==> config.mk <==
export PLATFORM = sky130hd
export DESIGN_NAME = trigger_delay_meter_flat
export DESIGN_NICKNAME = d
export VERILOG_FILES = /design/src/rtl/trigger_delay_meter_if.sv /design/src/rtl/trigger_delay_meter.sv /design/src/flat_wrapper.sv
export SDC_FILE = /design/constraint.sdc
export NUM_CORES = 1
export LEC_CHECK = 0
export CORE_UTILIZATION = 28
export DETAILED_ROUTE_END_ITERATION = 16
export PLACE_DENSITY = 0.46
export SYNTH_ARGS = -nofsm -noshare
export SYNTH_HDL_FRONTEND = slang
export SYNTH_SLANG_ARGS = --single-unit
==> constraint.sdc <==
create_clock -name clk -period 3.8 [get_ports clk]
set_input_delay 0.76 -clock clk [delete_from_list [all_inputs] [get_ports clk]]
set_output_delay 0.76 -clock clk [all_outputs]
set_load 0.1 [all_outputs]
==> src/rtl/trigger_delay_meter_if.sv <==
// Control/result bundle for trigger_delay_meter: arm/start/stop/timeout in,
// status and coarse/fine result out.
interface trigger_delay_meter_if #(
    parameter int CNT_W = 16
);
    logic             arm;
    logic             start_in;
    logic             stop_in;
    logic [CNT_W-1:0] timeout_in;
    logic             busy;
    logic             done;
    logic             valid;
    logic             timed_out;
    logic [CNT_W-1:0] coarse_out;
    logic [CNT_W-1:0] fine_out;

    modport master (
        output arm, start_in, stop_in, timeout_in,
        input  busy, done, valid, timed_out, coarse_out, fine_out
    );

    modport slave (
        input  arm, start_in, stop_in, timeout_in,
        output busy, done, valid, timed_out, coarse_out, fine_out
    );
endinterface

==> src/rtl/trigger_delay_meter.sv <==
// Measures cycles from a start_in rising edge to the next stop_in rising edge,
// reported as whole BLOCK_CYC blocks (coarse) plus leftover cycles (fine).
module trigger_delay_meter #(
    parameter int CNT_W     = 16,
    parameter int BLOCK_CYC = 578
) (
    input logic                   clk,
    input logic                   rst_in,
    trigger_delay_meter_if.slave  bus
);
    localparam logic [1:0] S_IDLE  = 2'd0;
    localparam logic [1:0] S_ARMED = 2'd1;
    localparam logic [1:0] S_COUNT = 2'd2;
    localparam logic [1:0] S_DONE  = 2'd3;

    localparam logic [CNT_W-1:0] FINE_LAST = CNT_W'(BLOCK_CYC - 1);
    localparam logic [CNT_W-1:0] CNT_MAX   = '1;

    logic [1:0]       state_q, state_d;
    logic             start_prev_q, start_prev_d;
    logic             stop_prev_q, stop_prev_d;
    logic [CNT_W-1:0] coarse_q, coarse_d;
    logic [CNT_W-1:0] fine_q, fine_d;
    logic [CNT_W-1:0] coarse_out_q, coarse_out_d;
    logic [CNT_W-1:0] fine_out_q, fine_out_d;
    logic             done_q, done_d;
    logic             valid_q, valid_d;
    logic             timed_out_q, timed_out_d;

    logic             start_edge, stop_edge;
    logic             fine_wrap, tmo_hit;
    logic [CNT_W-1:0] fine_inc, coarse_inc;

    always_comb begin
        start_edge = bus.start_in & ~start_prev_q;
        stop_edge  = bus.stop_in & ~stop_prev_q;
        // The count latched at a stop edge includes the stop cycle itself,
        // so decisions are made on the incremented value.
        fine_wrap  = (fine_q == FINE_LAST);
        fine_inc   = fine_wrap ? '0 : fine_q + CNT_W'(1);
        coarse_inc = fine_wrap ? coarse_q + CNT_W'(1) : coarse_q;
        // Saturating at CNT_MAX also guards against a timeout_in lowered
        // below the running count mid-measurement.
        tmo_hit    = ((bus.timeout_in != '0) && (coarse_inc == bus.timeout_in)) ||
                     (coarse_inc == CNT_MAX);

        state_d      = state_q;
        start_prev_d = bus.start_in;
        stop_prev_d  = bus.stop_in;
        coarse_d     = coarse_q;
        fine_d       = fine_q;
        coarse_out_d = coarse_out_q;
        fine_out_d   = fine_out_q;
        done_d       = 1'b0;
        valid_d      = valid_q;
        timed_out_d  = timed_out_q;

        case (state_q)
            S_IDLE, S_DONE: begin
                if (bus.arm) begin
                    state_d     = S_ARMED;
                    valid_d     = 1'b0;
                    timed_out_d = 1'b0;
                    coarse_d    = '0;
                    fine_d      = '0;
                end
            end
            S_ARMED: begin
                if (bus.arm || start_edge) begin
                    state_d  = bus.arm ? S_ARMED : S_COUNT;
                    coarse_d = '0;
                    fine_d   = '0;
                end
            end
            S_COUNT: begin
                if (bus.arm) begin
                    state_d  = S_ARMED;
                    coarse_d = '0;
                    fine_d   = '0;
                end else begin
                    coarse_d = coarse_inc;
                    fine_d   = fine_inc;
                    if (stop_edge || tmo_hit) begin
                        state_d      = S_DONE;
                        coarse_out_d = coarse_inc;
                        fine_out_d   = fine_inc;
                        done_d       = 1'b1;
                        valid_d      = 1'b1;
                        timed_out_d  = ~stop_edge;
                    end
                end
            end
            default: state_d = S_IDLE;
        endcase
    end

    always_ff @(posedge clk or negedge rst_in) begin
        if (!rst_in) begin
            state_q      <= S_IDLE;
            start_prev_q <= 1'b1;
            stop_prev_q  <= 1'b1;
            coarse_q     <= '0;
            fine_q       <= '0;
            coarse_out_q <= '0;
            fine_out_q   <= '0;
            done_q       <= 1'b0;
            valid_q      <= 1'b0;
            timed_out_q  <= 1'b0;
        end else begin
            state_q      <= state_d;
            start_prev_q <= start_prev_d;
            stop_prev_q  <= stop_prev_d;
            coarse_q     <= coarse_d;
            fine_q       <= fine_d;
            coarse_out_q <= coarse_out_d;
            fine_out_q   <= fine_out_d;
            done_q       <= done_d;
            valid_q      <= valid_d;
            timed_out_q  <= timed_out_d;
        end
    end

    assign bus.busy       = (state_q == S_ARMED) || (state_q == S_COUNT);
    assign bus.done       = done_q;
    assign bus.valid      = valid_q;
    assign bus.timed_out  = timed_out_q;
    assign bus.coarse_out = coarse_out_q;
    assign bus.fine_out   = fine_out_q;
endmodule
==> src/flat_wrapper.sv <==
// flat-port wrapper written by rule: the top's interface ports become plain ports
module trigger_delay_meter_flat 
#(
    parameter int CNT_W     = 16,
    parameter int BLOCK_CYC = 578
)
  (clk, rst_in, bus_arm, bus_start_in, bus_stop_in, bus_timeout_in, bus_busy, bus_done, bus_valid, bus_timed_out, bus_coarse_out, bus_fine_out);
  trigger_delay_meter_if #(.CNT_W(CNT_W)) bus_i ();
  input logic clk;
  input logic rst_in;
  input wire logic [$bits(bus_i.arm)-1:0] bus_arm;
  input wire logic [$bits(bus_i.start_in)-1:0] bus_start_in;
  input wire logic [$bits(bus_i.stop_in)-1:0] bus_stop_in;
  input wire logic [$bits(bus_i.timeout_in)-1:0] bus_timeout_in;
  output wire logic [$bits(bus_i.busy)-1:0] bus_busy;
  output wire logic [$bits(bus_i.done)-1:0] bus_done;
  output wire logic [$bits(bus_i.valid)-1:0] bus_valid;
  output wire logic [$bits(bus_i.timed_out)-1:0] bus_timed_out;
  output wire logic [$bits(bus_i.coarse_out)-1:0] bus_coarse_out;
  output wire logic [$bits(bus_i.fine_out)-1:0] bus_fine_out;
  assign bus_i.arm = bus_arm;
  assign bus_i.start_in = bus_start_in;
  assign bus_i.stop_in = bus_stop_in;
  assign bus_i.timeout_in = bus_timeout_in;
  assign bus_busy = bus_i.busy;
  assign bus_done = bus_i.done;
  assign bus_valid = bus_i.valid;
  assign bus_timed_out = bus_i.timed_out;
  assign bus_coarse_out = bus_i.coarse_out;
  assign bus_fine_out = bus_i.fine_out;
  trigger_delay_meter #(.CNT_W(CNT_W), .BLOCK_CYC(BLOCK_CYC)) u_core (.clk(clk), .rst_in(rst_in), .bus(bus_i));
endmodule
==> metrics.cfg <==
[cts]
clk_latency_ns = 0.35
clock_path_buffers = 2
clockRootBuffer = clkbuf_16
cts_buffers = 9
tritoncts = built
htreeDepth = 3
cts_num_sinks = 71
clk_pin_slew_ns = 0.06

[worst_setup_path]
crit_top_cell = nand4_1
critPathRequiredTime_ns = 4.03
path_depth = 13
crit_fanout = 19
max_stage_delay_ns = 0.61
worstPathArrival_ns = 3.84
cp_num_buf_inv = 3
crit_path_end_kind = register
cp_top_family = simple AND/OR/NAND/NOR gates
crit_slowest_cell = or4b_2
start_kind = register
crit_start = u_core.fine_q[1]
crit_chain = inv_1 > ha_1 > nor4b_4 > nand4_1 > buf_4 > nor2_1 > or4b_2 > o21ai_0 > nand4_1 > nand2_1 > o21ai_4 > buf_12 > mux2_4
r2r-start = u_core.fine_q[1]
crit_type = register to register
reg2reg_depth = 13

[power]
clkPwrFrac_pct = 34.9
leakagePower_nw = 2.59
p_per_area_nw_per_um2 = 385
peakVddDrop_mv = 0.568
combPwrFrac_pct = 28.3
net-switching-power_w = 0.000815
intPower_w = 0.00141
seq_power_share_pct = 36.7
swShare_pct = 36.7

[finish]
antenna_cells = 0
layout_common_cells = dfrtp_1, o21ai_0, clkdlybuf4s50_1
finalNonFillerCells = 773
final_area_um2 = 5770
mostFrequentLayoutCell = dfrtp_1
nFillCells = 1561
fin_nets = 578
area_delta_synth_final_pct = 27.7
layout-drive-gt1-share_pct = 16.3

[routing]
dr.pass1.iters = 5
ant_nets = 0
drcViolationCount = 0
drt_first_iter_violations = 233
wirelength_mm = 13.2
dr_total_vias = 3910
avgRoutedWirePerCell_um = 17.1
viasPerCell = 5.06

[floorplanning]
die_w_um = 129
dieArea_um2 = 16600
io_pins = 57
start_util_pct = 28.5
num_rows = 46
die_y_um = 129
core_area_um2 = 15800

[timing]
finalSetupViolations = 0
period_needed_ns = 3.61
period_share_pct = 95.0
skew_ns = 0.00710
hold_viol = 0
timing.slew.headroom_pct = 33.6
worst_pin_slew_ns = 0.993
rsz0062_at_grt = false
fin_setup_tns_ns = 0
hold_slack_ns = 0.427
slew_viol_final = 0
max_clock_freq_mhz = 277

[place]
dp_hpwl_mm = 9.62
place_area_um2 = 5500
dp.cells = 757
io_buffers = 56
gp_congestion = 0.880

[yosys]
ys.warnings.count = 0
syn_area_um2 = 4520
ys_seq_area_share_pct = 39.4
synthFlopType = dfrtp_1
ys_ff_latch = 71
ys_types = 64
avgSynthCellArea_um2 = 9.35
synth-edff-count = 0
syn_nets = 509
async_reset_ff_share_pct = 100
synth_cells = 483

[global_route]
grt_start_max_net_pins = 72
grt_pass1_wl_mm = 21.0
grt_pass1_vias = 3761
grt-ovfl-total = 0
antenna_found_initial = 0
grt_use_total_pct = 16.9

[worst_hold_path]
holdCritPathClass = input port to async pin

[status]
status = finished, final reports clean

[job]
max_cap_violations = 0

## logic make-up (layout without fill, tap and decap cells)
kind of cell,after synthesis,after routing,synth area share [%]
compound gates,118,118,16.2
simple gates,173,173,20.9
xor+xnor,41,41,8.58
mux,29,29,8.92
fa+ha+maj,6,6,1.61
buf+inv,45,119,4.40
flops,71,71,39.4
## sequential cells by signal, summed over array words and instances (netlist names), 2 cells and up
register	flops
u_core.bus.fine_out	16
u_core.fine_q	16
u_core.state_q	2
u_core.coarse_q	16
u_core.bus.coarse_out	16
## cell usage after synthesis, drive strengths merged, types with 4 or more instances
master / instances / area share (%)
a21oi: 12 / 1.3
nor2: 37 / 3.1
clkbuf: 25 / 2.1
dfrtp: 69 / 38
o31ai: 11 / 1.8
nor2b: 4 / 0.55
xnor2: 20 / 3.9
or3: 4 / 0.55
mux2: 24 / 7.8
nand2: 43 / 3.6
a31oi: 5 / 0.69
buf: 9 / 1.4
xor2: 19 / 3.7
ha: 5 / 1.4
and3: 17 / 2.4
inv: 11 / 0.91
mux2i: 5 / 1.1
o21ai: 59 / 6.6
nor3: 9 / 1.0
o2bb2ai: 4 / 0.78
nor4: 10 / 1.7
nand3: 22 / 2.4
nand4: 8 / 1.4
## cell type report
cell class	count	area [um^2]	area share, %
repair buffers	92	861	14.9
flip-flops and latches	71	1780	30.9
clock inverters	5	35.0	0.607
multi-input cells	367	2550	44.2
clock buffers	11	233	4.03
well taps	216	270	4.68
inverters	11	41.3	0.716
## final timing paths
| check | endpoint | slack (ns) |
|---|---|---|
| worst max-delay path | u_core.bus.fine_out[8] | 0.19 |
| worst min-delay path | u_core.coarse_q[8] | 0.43 |
| worst max register to register | u_core.bus.fine_out[8] | 0.19 |
| worst min register to register | u_core.bus.fine_out[6] | 0.50 |
| max in group asynchronous | u_core.stop_prev_q | 3.00 |
| min in group clk | u_core.bus.fine_out[6] | 0.50 |
## stage by stage
step                      worst slack (ns)  utilization (%)  total power, W
after global placement               0.184             34.7         0.00145
after CTS                            0.118             36.4         0.00226
final                                0.191             36.5         0.00222
after detailed placement             0.151             34.7         0.00146
after global routing                0.0145             36.5         0.00233
after floorplan                      0.195                -         0.00127
## power groups by stage
stage	Combinational [W]	Sequential, W	Clock (W)
2_1_floorplan	0.000256	0.00101	0
3_3_place_gp	0.000624	0.000830	0
3_5_place_dp	0.000629	0.000829	0
4_1_cts	0.000634	0.000816	0.000809
5_1_grt	0.000672	0.000821	0.000842
6_report	0.000630	0.000816	0.000777
## timing repair
action | 4_1_cts | 5_1_grt
setup endpoints to repair | 0 | 31
resized for setup | 0 | 4
hold buffers | 0 | 0
setup buffers | 0 | 0
## layer usage
metal | vias up | share of wire, % | global-route usage [%]
met5 | - | 0 | 0
met1 | 1898 | 49 | 23.8
met4 | 0 | 2.8 | 8.37
met2 | 96 | 44 | 24.9
li1 | 1889 | - | -
met3 | 27 | 3.9 | 2.97
Note: power is estimated with default switching activity, not from simulation.
